==> src/rtl/camo_key_pkg.sv <==
// Shared types and defaults for the c432 select-key loader.
// Lockout support is compiled in with CAMO_KEY_LOCKOUT_EN.
package camo_key_pkg;

    localparam int KEY_W_DEF    = 12;
    localparam int CNT_W_DEF    = 4;
    localparam int FAIL_MAX_DEF = 3;

    typedef enum logic [2:0] {
        IDLE   = 3'd0,
        SHIFT  = 3'd1,
        PARITY = 3'd2,
        CHECK  = 3'd3,
        LOCKED = 3'd4
    } state_t;

    // Even parity over key plus parity bit: true when total ones count is even.
    function automatic logic parity_even(input logic [KEY_W_DEF-1:0] key, input logic p);
        return ~(^key ^ p);
    endfunction

endpackage

==> src/rtl/camo_key_if.sv <==
// Serial key-delivery bus between the key store and the loader, plus the
// parallel key presented to the camouflaged core.
interface camo_key_if #(
    parameter int KEY_W = 12
);
    // key_sdi is consumed on every cycle key_sdi_vld is high while the loader
    // is shifting; there is no ready, so the source must only pace with vld.
    logic             start;
    logic             key_sdi;
    logic             key_sdi_vld;
    logic [KEY_W-1:0] key_out;
    logic             key_valid;
    logic             busy;
    logic             err;
    logic             locked;

    modport master (
        output start, key_sdi, key_sdi_vld,
        input  key_out, key_valid, busy, err, locked
    );

    modport slave (
        input  start, key_sdi, key_sdi_vld,
        output key_out, key_valid, busy, err, locked
    );
endinterface

==> src/rtl/camo_key_shreg.sv <==
// Shadow shift register for the select key: LSB-first capture, bit counter
// and a running XOR so parity is ready the moment the parity bit arrives.
module camo_key_shreg #(
    parameter int KEY_W = 12,
    parameter int CNT_W = 4
) (
    input  logic             clk,
    input  logic             rst_n,
    input  logic             clear,
    input  logic             shift,
    input  logic             sdi,
    output logic [KEY_W-1:0] data,
    output logic             done,
    output logic             xor_acc
);
    logic [CNT_W-1:0] cnt;

    always_ff @(posedge clk or negedge rst_n) begin
        if (!rst_n) begin
            data    <= '0;
            cnt     <= '0;
            xor_acc <= 1'b0;
        end else if (clear) begin
            data    <= '0;
            cnt     <= '0;
            xor_acc <= 1'b0;
        end else if (shift) begin
            // New bits enter at the top so the first bit ends up in s_0.
            data    <= {sdi, data[KEY_W-1:1]};
            cnt     <= cnt + 1'b1;
            xor_acc <= xor_acc ^ sdi;
        end
    end

    // High on the cycle whose shift completes the word.
    assign done = shift && (cnt == CNT_W'(KEY_W - 1));

endmodule

==> src/rtl/camo_key_loader.sv <==
// Serial key loader for the MUX-locked c432 core: shift, parity check, atomic commit.
// Optional lockout after repeated parity failures: define CAMO_KEY_LOCKOUT_EN.
module camo_key_loader
    import camo_key_pkg::*;
#(
    parameter int KEY_W    = KEY_W_DEF,
    parameter int CNT_W    = CNT_W_DEF
`ifdef CAMO_KEY_LOCKOUT_EN
    ,
    parameter int FAIL_MAX = FAIL_MAX_DEF
`endif
) (
    input  logic            clk,
    input  logic            rst_n,
    camo_key_if.slave       bus,
    output state_t          dbg_state
);
    state_t           state;
    logic [KEY_W-1:0] key_out_q;
    logic             key_valid_q;
    logic             busy_q;
    logic             err_q;
    logic             par_ok;

    logic [KEY_W-1:0] shadow;
    logic             sh_clear;
    logic             sh_shift;
    logic             sh_done;
    logic             sh_xor;

    assign sh_clear = (state == IDLE) && bus.start;
    assign sh_shift = (state == SHIFT) && bus.key_sdi_vld;

    camo_key_shreg #(
        .KEY_W (KEY_W),
        .CNT_W (CNT_W)
    ) u_shreg (
        .clk     (clk),
        .rst_n   (rst_n),
        .clear   (sh_clear),
        .shift   (sh_shift),
        .sdi     (bus.key_sdi),
        .data    (shadow),
        .done    (sh_done),
        .xor_acc (sh_xor)
    );

`ifdef CAMO_KEY_LOCKOUT_EN
    localparam int FC_W = $clog2(FAIL_MAX + 1);
    logic [FC_W-1:0] fail_cnt;
    logic            locked_q;
`endif

    always_ff @(posedge clk or negedge rst_n) begin
        if (!rst_n) begin
            state       <= IDLE;
            key_out_q   <= '0;
            key_valid_q <= 1'b0;
            busy_q      <= 1'b0;
            err_q       <= 1'b0;
            par_ok      <= 1'b0;
`ifdef CAMO_KEY_LOCKOUT_EN
            fail_cnt    <= '0;
            locked_q    <= 1'b0;
`endif
        end else begin
            case (state)
                IDLE: begin
                    if (bus.start) begin
                        state       <= SHIFT;
                        busy_q      <= 1'b1;
                        err_q       <= 1'b0;
                        key_valid_q <= 1'b0;
                    end
                end
                SHIFT: begin
                    if (sh_done) begin
                        state <= PARITY;
                    end
                end
                PARITY: begin
                    if (bus.key_sdi_vld) begin
                        par_ok <= (sh_xor == bus.key_sdi);
                        state  <= CHECK;
                    end
                end
                CHECK: begin
                    busy_q <= 1'b0;
                    state  <= IDLE;
                    if (par_ok) begin
                        key_out_q   <= shadow;
                        key_valid_q <= 1'b1;
`ifdef CAMO_KEY_LOCKOUT_EN
                        fail_cnt    <= '0;
`endif
                    end else begin
                        err_q <= 1'b1;
`ifdef CAMO_KEY_LOCKOUT_EN
                        if (fail_cnt == FC_W'(FAIL_MAX - 1)) begin
                            fail_cnt    <= FC_W'(FAIL_MAX);
                            state       <= LOCKED;
                            locked_q    <= 1'b1;
                            key_out_q   <= '0;
                            key_valid_q <= 1'b0;
                        end else begin
                            fail_cnt <= fail_cnt + 1'b1;
                        end
`endif
                    end
                end
`ifdef CAMO_KEY_LOCKOUT_EN
                LOCKED: begin
                    // Only rst_n leaves this state; key stays forced to zero.
                    state       <= LOCKED;
                    key_out_q   <= '0;
                    key_valid_q <= 1'b0;
                    busy_q      <= 1'b0;
                end
`endif
                default: begin
                    state  <= IDLE;
                    busy_q <= 1'b0;
                end
            endcase
        end
    end

    assign bus.key_out   = key_out_q;
    assign bus.key_valid = key_valid_q;
    assign bus.busy      = busy_q;
    assign bus.err       = err_q;
`ifdef CAMO_KEY_LOCKOUT_EN
    assign bus.locked    = locked_q;
`else
    assign bus.locked    = 1'b0;
`endif
    assign dbg_state     = state;

endmodule

==> src/flat_wrapper.sv <==
// flat-port wrapper written by rule: the top's interface ports become plain ports
module camo_key_loader_flat import camo_key_pkg::*;
#(
    parameter int KEY_W    = KEY_W_DEF,
    parameter int CNT_W    = CNT_W_DEF

)
  (clk, rst_n, dbg_state, bus_start, bus_key_sdi, bus_key_sdi_vld, bus_key_out, bus_key_valid, bus_busy, bus_err, bus_locked);
  camo_key_if #(.KEY_W(KEY_W)) bus_i ();
  input  logic clk;
  input  logic rst_n;
  output state_t dbg_state;
  input wire logic [$bits(bus_i.start)-1:0] bus_start;
  input wire logic [$bits(bus_i.key_sdi)-1:0] bus_key_sdi;
  input wire logic [$bits(bus_i.key_sdi_vld)-1:0] bus_key_sdi_vld;
  output wire logic [$bits(bus_i.key_out)-1:0] bus_key_out;
  output wire logic [$bits(bus_i.key_valid)-1:0] bus_key_valid;
  output wire logic [$bits(bus_i.busy)-1:0] bus_busy;
  output wire logic [$bits(bus_i.err)-1:0] bus_err;
  output wire logic [$bits(bus_i.locked)-1:0] bus_locked;
  assign bus_i.start = bus_start;
  assign bus_i.key_sdi = bus_key_sdi;
  assign bus_i.key_sdi_vld = bus_key_sdi_vld;
  assign bus_key_out = bus_i.key_out;
  assign bus_key_valid = bus_i.key_valid;
  assign bus_busy = bus_i.busy;
  assign bus_err = bus_i.err;
  assign bus_locked = bus_i.locked;
  camo_key_loader #(.KEY_W(KEY_W), .CNT_W(CNT_W)) u_core (.clk(clk), .rst_n(rst_n), .bus(bus_i), .dbg_state(dbg_state));
endmodule
==> config.mk <==
export PLATFORM = sky130hd
export DESIGN_NAME = camo_key_loader_flat
export DESIGN_NICKNAME = d
export VERILOG_FILES = /design/src/rtl/camo_key_pkg.sv /design/src/rtl/camo_key_if.sv /design/src/rtl/camo_key_shreg.sv /design/src/rtl/camo_key_loader.sv /design/src/flat_wrapper.sv
export SDC_FILE = /design/constraint.sdc
export NUM_CORES = 1
export LEC_CHECK = 0
export CAP_MARGIN = 20
export CORE_MARGIN = 2
export CORE_UTILIZATION = 56
export CTS_CLUSTER_DIAMETER = 60
export DETAILED_ROUTE_END_ITERATION = 12
export PLACE_DENSITY = 0.83
export SLEW_MARGIN = 20
export SYNTH_ARGS = -nofsm -noshare
export SYNTH_HDL_FRONTEND = slang
export SYNTH_SLANG_ARGS = --single-unit
==> constraint.sdc <==
create_clock -name clk -period 4.2 [get_ports clk]
set_clock_uncertainty 0.05 [all_clocks]
set_input_delay 0.84 -clock clk [delete_from_list [all_inputs] [get_ports clk]]
set_output_delay 0.84 -clock clk [all_outputs]
set_load 0.05 [all_outputs]
Word level (Yosys, flattened, before mapping)
Cells that the tools add are included.
{"block": "totals", "word_cells": 52, "regBits": 36, "inputBits": 5, "output_inout_bits": 19}
{"block": "classes", "bitwise": 2, "add_sub_neg": 1, "reduce_logical": 13, "mux": 17, "eq_ne": 10}
{"op": "12-bit two-way mux", "n": 2}
{"op": "3-bit two-way mux", "n": 3}
{"op": "3-bit one-hot mux with 3 select lines", "n": 1}
{"op": "3-bit AND reduction", "n": 3}
{"op": "4-bit two-way mux", "n": 2}
{"op": "3-bit by 2-bit == test with 1-bit output (second input constant)", "n": 2}
{"op": "1-bit two-way mux", "n": 6}
{"op": "2-bit != test (second input constant)", "n": 3}
{"op": "1-bit one-hot mux with 2 select lines", "n": 3}
{"op": "2-bit AND reduction", "n": 3}
{"op": "4-bit by 1-bit adder with 4-bit output (second input constant)", "n": 1}
{"op": "4-bit == test (second input constant)", "n": 1}
{"op": "2-bit by 1-bit != test with 1-bit output (second input constant)", "n": 2}
{"op": "2-bit nonzero test", "n": 2}
{"op": "3-bit by 1-bit == test with 1-bit output (second input constant)", "n": 1}
{"op": "1-bit logical AND", "n": 3}
{"op": "3-bit zero test", "n": 1}
{"op": "2-bit OR reduction", "n": 1}
{"op": "1-bit == test", "n": 1}
{"op": "1-bit inverter", "n": 1}
{"op": "1-bit bitwise XOR", "n": 1}

Longest topological paths before layout
{"block": "depth", "word_depth": 5, "mapped_depth": 6}

Cells and area by module
Synthesis repeated with hierarchy kept, for this count alone.
{"block": "unflattened", "hier_cells": 127, "area_unflattened_um2": 1601.5}
{"mod": "camo_key_loader", "n_inst": 1, "area_each_um2": 833.3, "cells_each": 66}
{"mod": "camo_key_shreg", "n_inst": 1, "area_each_um2": 768.2, "cells_each": 61}

Worst setup path before layout
No wires, ideal clock.
{"block": "synth_timing", "kind": "reg2reg", "start": "register u_core.state[0], in the netlist u_core.dbg_state[0]", "end": "register u_core.state[1], in the netlist u_core.dbg_state[1]", "required_time_ns": 4.022, "period_less_slack_ns": 1.738, "path_buffers": 0, "stages_incl_launch_ff": 6, "t_arrival_ns": 1.561, "setup_slack_ns": 2.462, "setup_ns": 0.128, "path_cell_list": "dfrtp_1 inv_1 ha_1 nand2b_1 o221ai_1 mux2_1"}
{"block": "synth_between", "elab_chain_cells": 5, "elab_cells_between_ends": 10, "cone_classes": "eq/ne (5); mux (1); reduce/logical (4)"}
{"item": "start: declaration", "line": "camo_key_loader.sv:18", "text": "state_t state;"}
{"item": "start signal: assignment", "line": "camo_key_loader.sv:56", "text": "state <= IDLE;"}
{"item": "start signal: assignment", "line": "camo_key_loader.sv:70", "text": "state <= SHIFT;"}
{"item": "start signal: assignment", "line": "camo_key_loader.sv:78", "text": "state <= PARITY;"}
{"item": "3-bit by 1-bit == test with 1-bit output", "line": "camo_key_loader.sv:32, camo_key_loader.sv:67"}
{"item": "1-bit logical AND", "line": "camo_key_loader.sv:32", "text": "assign sh_shift = (state == SHIFT) && bus.key_sdi_vld;"}
{"item": "1-bit logical AND", "line": "camo_key_shreg.sv:36", "text": "assign done = shift && (cnt == CNT_W'(KEY_W - 1));"}
{"item": "2-bit by 1-bit != test with 1-bit output (no source line)"}
{"item": "3-bit AND reduction (no source line)"}
Several ways; a longest one is shown, not always the timed one.
A chain may end at the register's enable or synchronous reset.

Worst setup path in the final report
{"block": "layout_timing", "start": "register u_core.state[1], in the netlist u_core.dbg_state[1]", "end": "output dbg_state[1]"}
{"item": "end: declaration", "line": "flat_wrapper.sv:12", "text": "output state_t dbg_state;"}
No word-level cell between the ends.

==> Implementation_results.wiki <==
{| class="wikitable"
! Metric !! Value
|-
| TNS Setup || 0 ns
|-
| Instance area at placement || around 0.0017 mm2
|-
| Pwr Total || roughly 1.4 mW
|-
| Crit Reg-Reg Startpoint || u_core.dbg_state[1]
|-
| Maximum clock frequency || about 0.4 GHz
|-
| Critical R2R Capture || u_core.u_shreg.cnt[3]
|-
| Transition time at the pin with the least slew margin || between 0.6 and 0.7 ns
|-
| Class of the most critical hold timing path || reg2reg
|-
| Total of endpoints with negative setup slack in the final report || 0
|-
| Count of clock tree sinks || 35
|-
| Worst Min Path Start || u_core.bus.busy
|-
| CTS hold repair buffers || 0
|-
| Design internal power || approximately 0.85 mW
|-
| PortBufs || 21
|-
| Fraction of final layout cells with drive strength greater than 1 || between 10% and 20%
|-
| Buffer depth of the longest clock path || 2
|-
| Number of buffer and inverter instances along the worst setup path || 1
|-
| Overflow after GRT || 0
|-
| Max-slew headroom at the worst pin || 55.25%
|-
| Count of boundary I/O pins || 24
|-
| Initial antenna violation count || 0
|-
| Total routing resource utilization after global routing || a little under 20%
|-
| Most common cell after layout, fill and taps aside || dfrtp_1
|-
| Area overhead of the layout relative to synthesis || 21.23%
|-
| Crit Path Class || reg2out
|-
| Clock H-tree levels || 2
|-
| Min Clock Period, post-route || 2.490 ns
|-
| Endpoint with the worst hold slack || u_core.bus.busy
|-
| Most frequent cells in the layout || dfrtp_1, nand2_1, clkdlybuf4s50_1
|-
| Arr. time, crit path || roughly 1.6 ns
|-
| Largest delay contributor family on the critical path || buffers and inverters
|-
| Fraction of the cycle the final worst path needs || about three fifths
|-
| Post CTS Setup Buffer Count || 0
|-
| Iteration count of the initial detailed-routing pass || 4
|-
| Syn avg cell area || ~11 um2
|-
| Multiplexer share of the synthesized area || roughly a tenth
|-
| Hold violation total from the final report || 0
|-
| Maximum fanout encountered on the critical timing path || 5
|-
| Simple-gate portion of the synthesized area || 12.35%
|-
| Routed wire length || between 2 and 3 mm
|-
| PnR worst setup slack || between 1.5 and 2 ns
|-
| Clk_lat worst skew || ~0.35 ns
|-
| CTS resizes || 0
|-
| #FFs+latches synth || 35
|-
| Via count of the first global-routing pass || approximately 1100
|-
| Final Wtd Congestion || about 0.77
|-
| Worst-case register-to-register setup slack || roughly 2.4 ns
|-
| Setup repair after global routing missed its margin || false
|-
| Area enclosed by the die boundary || 0.003126 mm2
|-
| Flop pwr share || ~37%
|-
| Clock tree from TritonCTS || built
|-
| Total number of yosys warnings || 0
|-
| Die extent in x || approximately 56 um
|-
| Detailed-route vias per instance || around 5.6
|-
| Final Max Tran Viols || 0
|-
| Number of max-cap violations || 0
|-
| Element type at the critical path start || flip-flop
|-
| Seq/Total Area, Yosys || 58.04%
|-
| Routed vias || approximately 1100
|-
| Switching power summed over all nets || a little under 0.6 mW
|-
| Register-to-Register Path Depth || 5
|-
| Clock share of power || 20.7%
|-
| Delay of the slowest critical-path stage || between 0.8 and 0.9 ns
|-
| Combinational share of power || a little over two fifths
|-
| Overall die height || around 56 um
|-
| Run status || finished, final reports clean
|-
| Total non-filler cell area in the finished layout || between 0.0015 and 0.002 mm2
|-
| Number of CTS-inserted buffers || 5
|-
| Worst setup slack before clock tree synthesis || 1.719 ns
|-
| Root buffer cell || clkbuf_4
|-
| Xor and xnor area share after synthesis || 2.322%
|-
| Dominant combinational cell family by area after synthesis || simple AND/OR/NAND/NOR gates
|-
| Critical path data required time || between 3 and 4 ns
|-
| Switching part of the total || about two fifths
|-
| Netlist cell types || 24
|-
| Largest net degree at the start of global routing || 36
|-
| Number of filler cells placed in the layout || 170
|-
| Placement row count || 18
|-
| Global-route wire length before repair || ~4.8 mm
|-
| Share of synthesized cell area in full adder, half adder and majority cells || under 10%
|-
| Summed instance area of the synthesized netlist || about 0.0015 mm2
|-
| Critical Path, Cell by Cell || clkdlybuf4s50_1
|-
| Clock slew at reported path FFs || approximately 0.090 ns
|-
| Post-Syn Instances || around 140
|-
| Hpwl dp || ~1.9 mm
|-
| Iter 0 DRT Violations || 15
|-
| Kind of capture point of the worst setup path || output port
|-
| Drc violations || 0
|-
| Leakage power || about 0.86 nW
|-
| Core area || ~0.0025 mm2
|-
| Initial Util || roughly three fifths
|-
| PwrDens || ~800 mW/mm2
|-
| Complex-gate fraction of the synthesized area || a little under a tenth
|-
| CP max-delay cell || clkdlybuf4s50_1
|-
| Routed wire length per instance || roughly 14 um
|-
| Post-layout nets || ~170
|-
| Count of inserted antenna diode cells || 0
|-
| Hold depth || 1
|-
| Post-route antenna net violation count || 0
|-
| Highest ir drop seen on vdd || about 0.57 mV
|}
## registers in the layout, indices dropped and copies added, names as in the netlist
name	flops
u_core.bus.busy	1
u_core.bus.err	1
u_core.par_ok	1
u_core.dbg_state	2
u_core.u_shreg.xor_acc	1
u_core.u_shreg.cnt	4
u_core.bus.key_valid	1
u_core.bus.key_out	12
u_core.u_shreg.data	12
## Yosys cell counts
library cell | number | area share, %
a21boi_0 | 1 | 0.50
a21oi_1 | 18 | 6.0
and2_0 | 1 | 0.41
and2_1 | 1 | 0.41
and4b_1 | 1 | 0.66
buf_2 | 5 | 1.7
buf_4 | 2 | 0.99
conb_1 | 1 | 0.25
dfrtp_1 | 35 | 58
ha_1 | 5 | 4.1
inv_1 | 5 | 1.2
mux2_1 | 1 | 0.75
mux2_2 | 12 | 9.0
nand2_1 | 29 | 7.2
nand2b_1 | 2 | 0.83
nand3_1 | 3 | 0.99
nor2_1 | 4 | 0.99
nor2b_1 | 1 | 0.41
o21ai_0 | 5 | 1.7
o221ai_1 | 1 | 0.58
o22a_1 | 1 | 0.58
or3_1 | 1 | 0.41
xnor2_1 | 1 | 0.58
xor2_1 | 3 | 1.7
## metrics by stage
| stage | hold WS [ns] | util, % | instances |
|---|---|---|---|
| global placement | 0.4372 | 68.50 | 185 |
| global route | 0.4860 | 72.52 | 193 |
| CTS | 0.4668 | 72.52 | 193 |
| detailed placement | 0.4428 | 68.50 | 185 |
| finish | 0.4595 | 72.52 | 193 |
| floorplan | 0.4304 | - | 140 |
## worst max path at each step
stage                             start                     to  slack [ns]  cells past startpoint
floorplan           u_core.dbg_state[0]    u_core.dbg_state[1]        2.46                      5
global placement        bus_key_sdi_vld  u_core.u_shreg.cnt[3]        1.81                      4
detailed placement      bus_key_sdi_vld  u_core.u_shreg.cnt[3]        1.72                      4
CTS                 u_core.dbg_state[1]           dbg_state[1]        1.69                      1
global route        u_core.dbg_state[1]           dbg_state[1]        1.68                      1
finish              u_core.dbg_state[1]           dbg_state[1]        1.71                      1
## final cells by class
cell class                 count  area, um2  area share (%)
clock buffer                   6      41.29           2.257
timing repair buffer          22      217.7           11.90
sequential                    35      875.8           47.88
inverter                       5      18.77           1.026
clock inverter                 2      60.06           3.283
tap                           30      37.54           2.052
multi-input combinational     93      578.1           31.60
## power groups by stage
stage	logic, mW	registers (mW)	clock network [mW]
2_1_floorplan	0.248	0.706	0
3_3_place_gp	0.585	0.521	0
3_5_place_dp	0.610	0.530	0
4_1_cts	0.611	0.523	0.301
5_1_grt	0.657	0.539	0.314
6_report	0.610	0.524	0.297
## logic make-up (layout without fill, tap and decap cells)
| group | Yosys count | count (layout) |
|---|---|---|
| buf+inv | 12 | 35 |
| other cells | 1 | 2 |
| flops | 35 | 35 |
| simple gates | 43 | 43 |
| mux | 13 | 13 |
| fa+ha+maj | 5 | 5 |
| compound gates | 26 | 26 |
| xor+xnor | 4 | 4 |
## routing by layer
metal | global-route usage [%] | share of wire [%]
met1 | 23.88 | 43
met2 | 32.48 | 50
met3 | 5.581 | 5.5
met4 | 9.184 | 1.6
met5 | 0 | 0
Power figures use the tool's default switching activity.
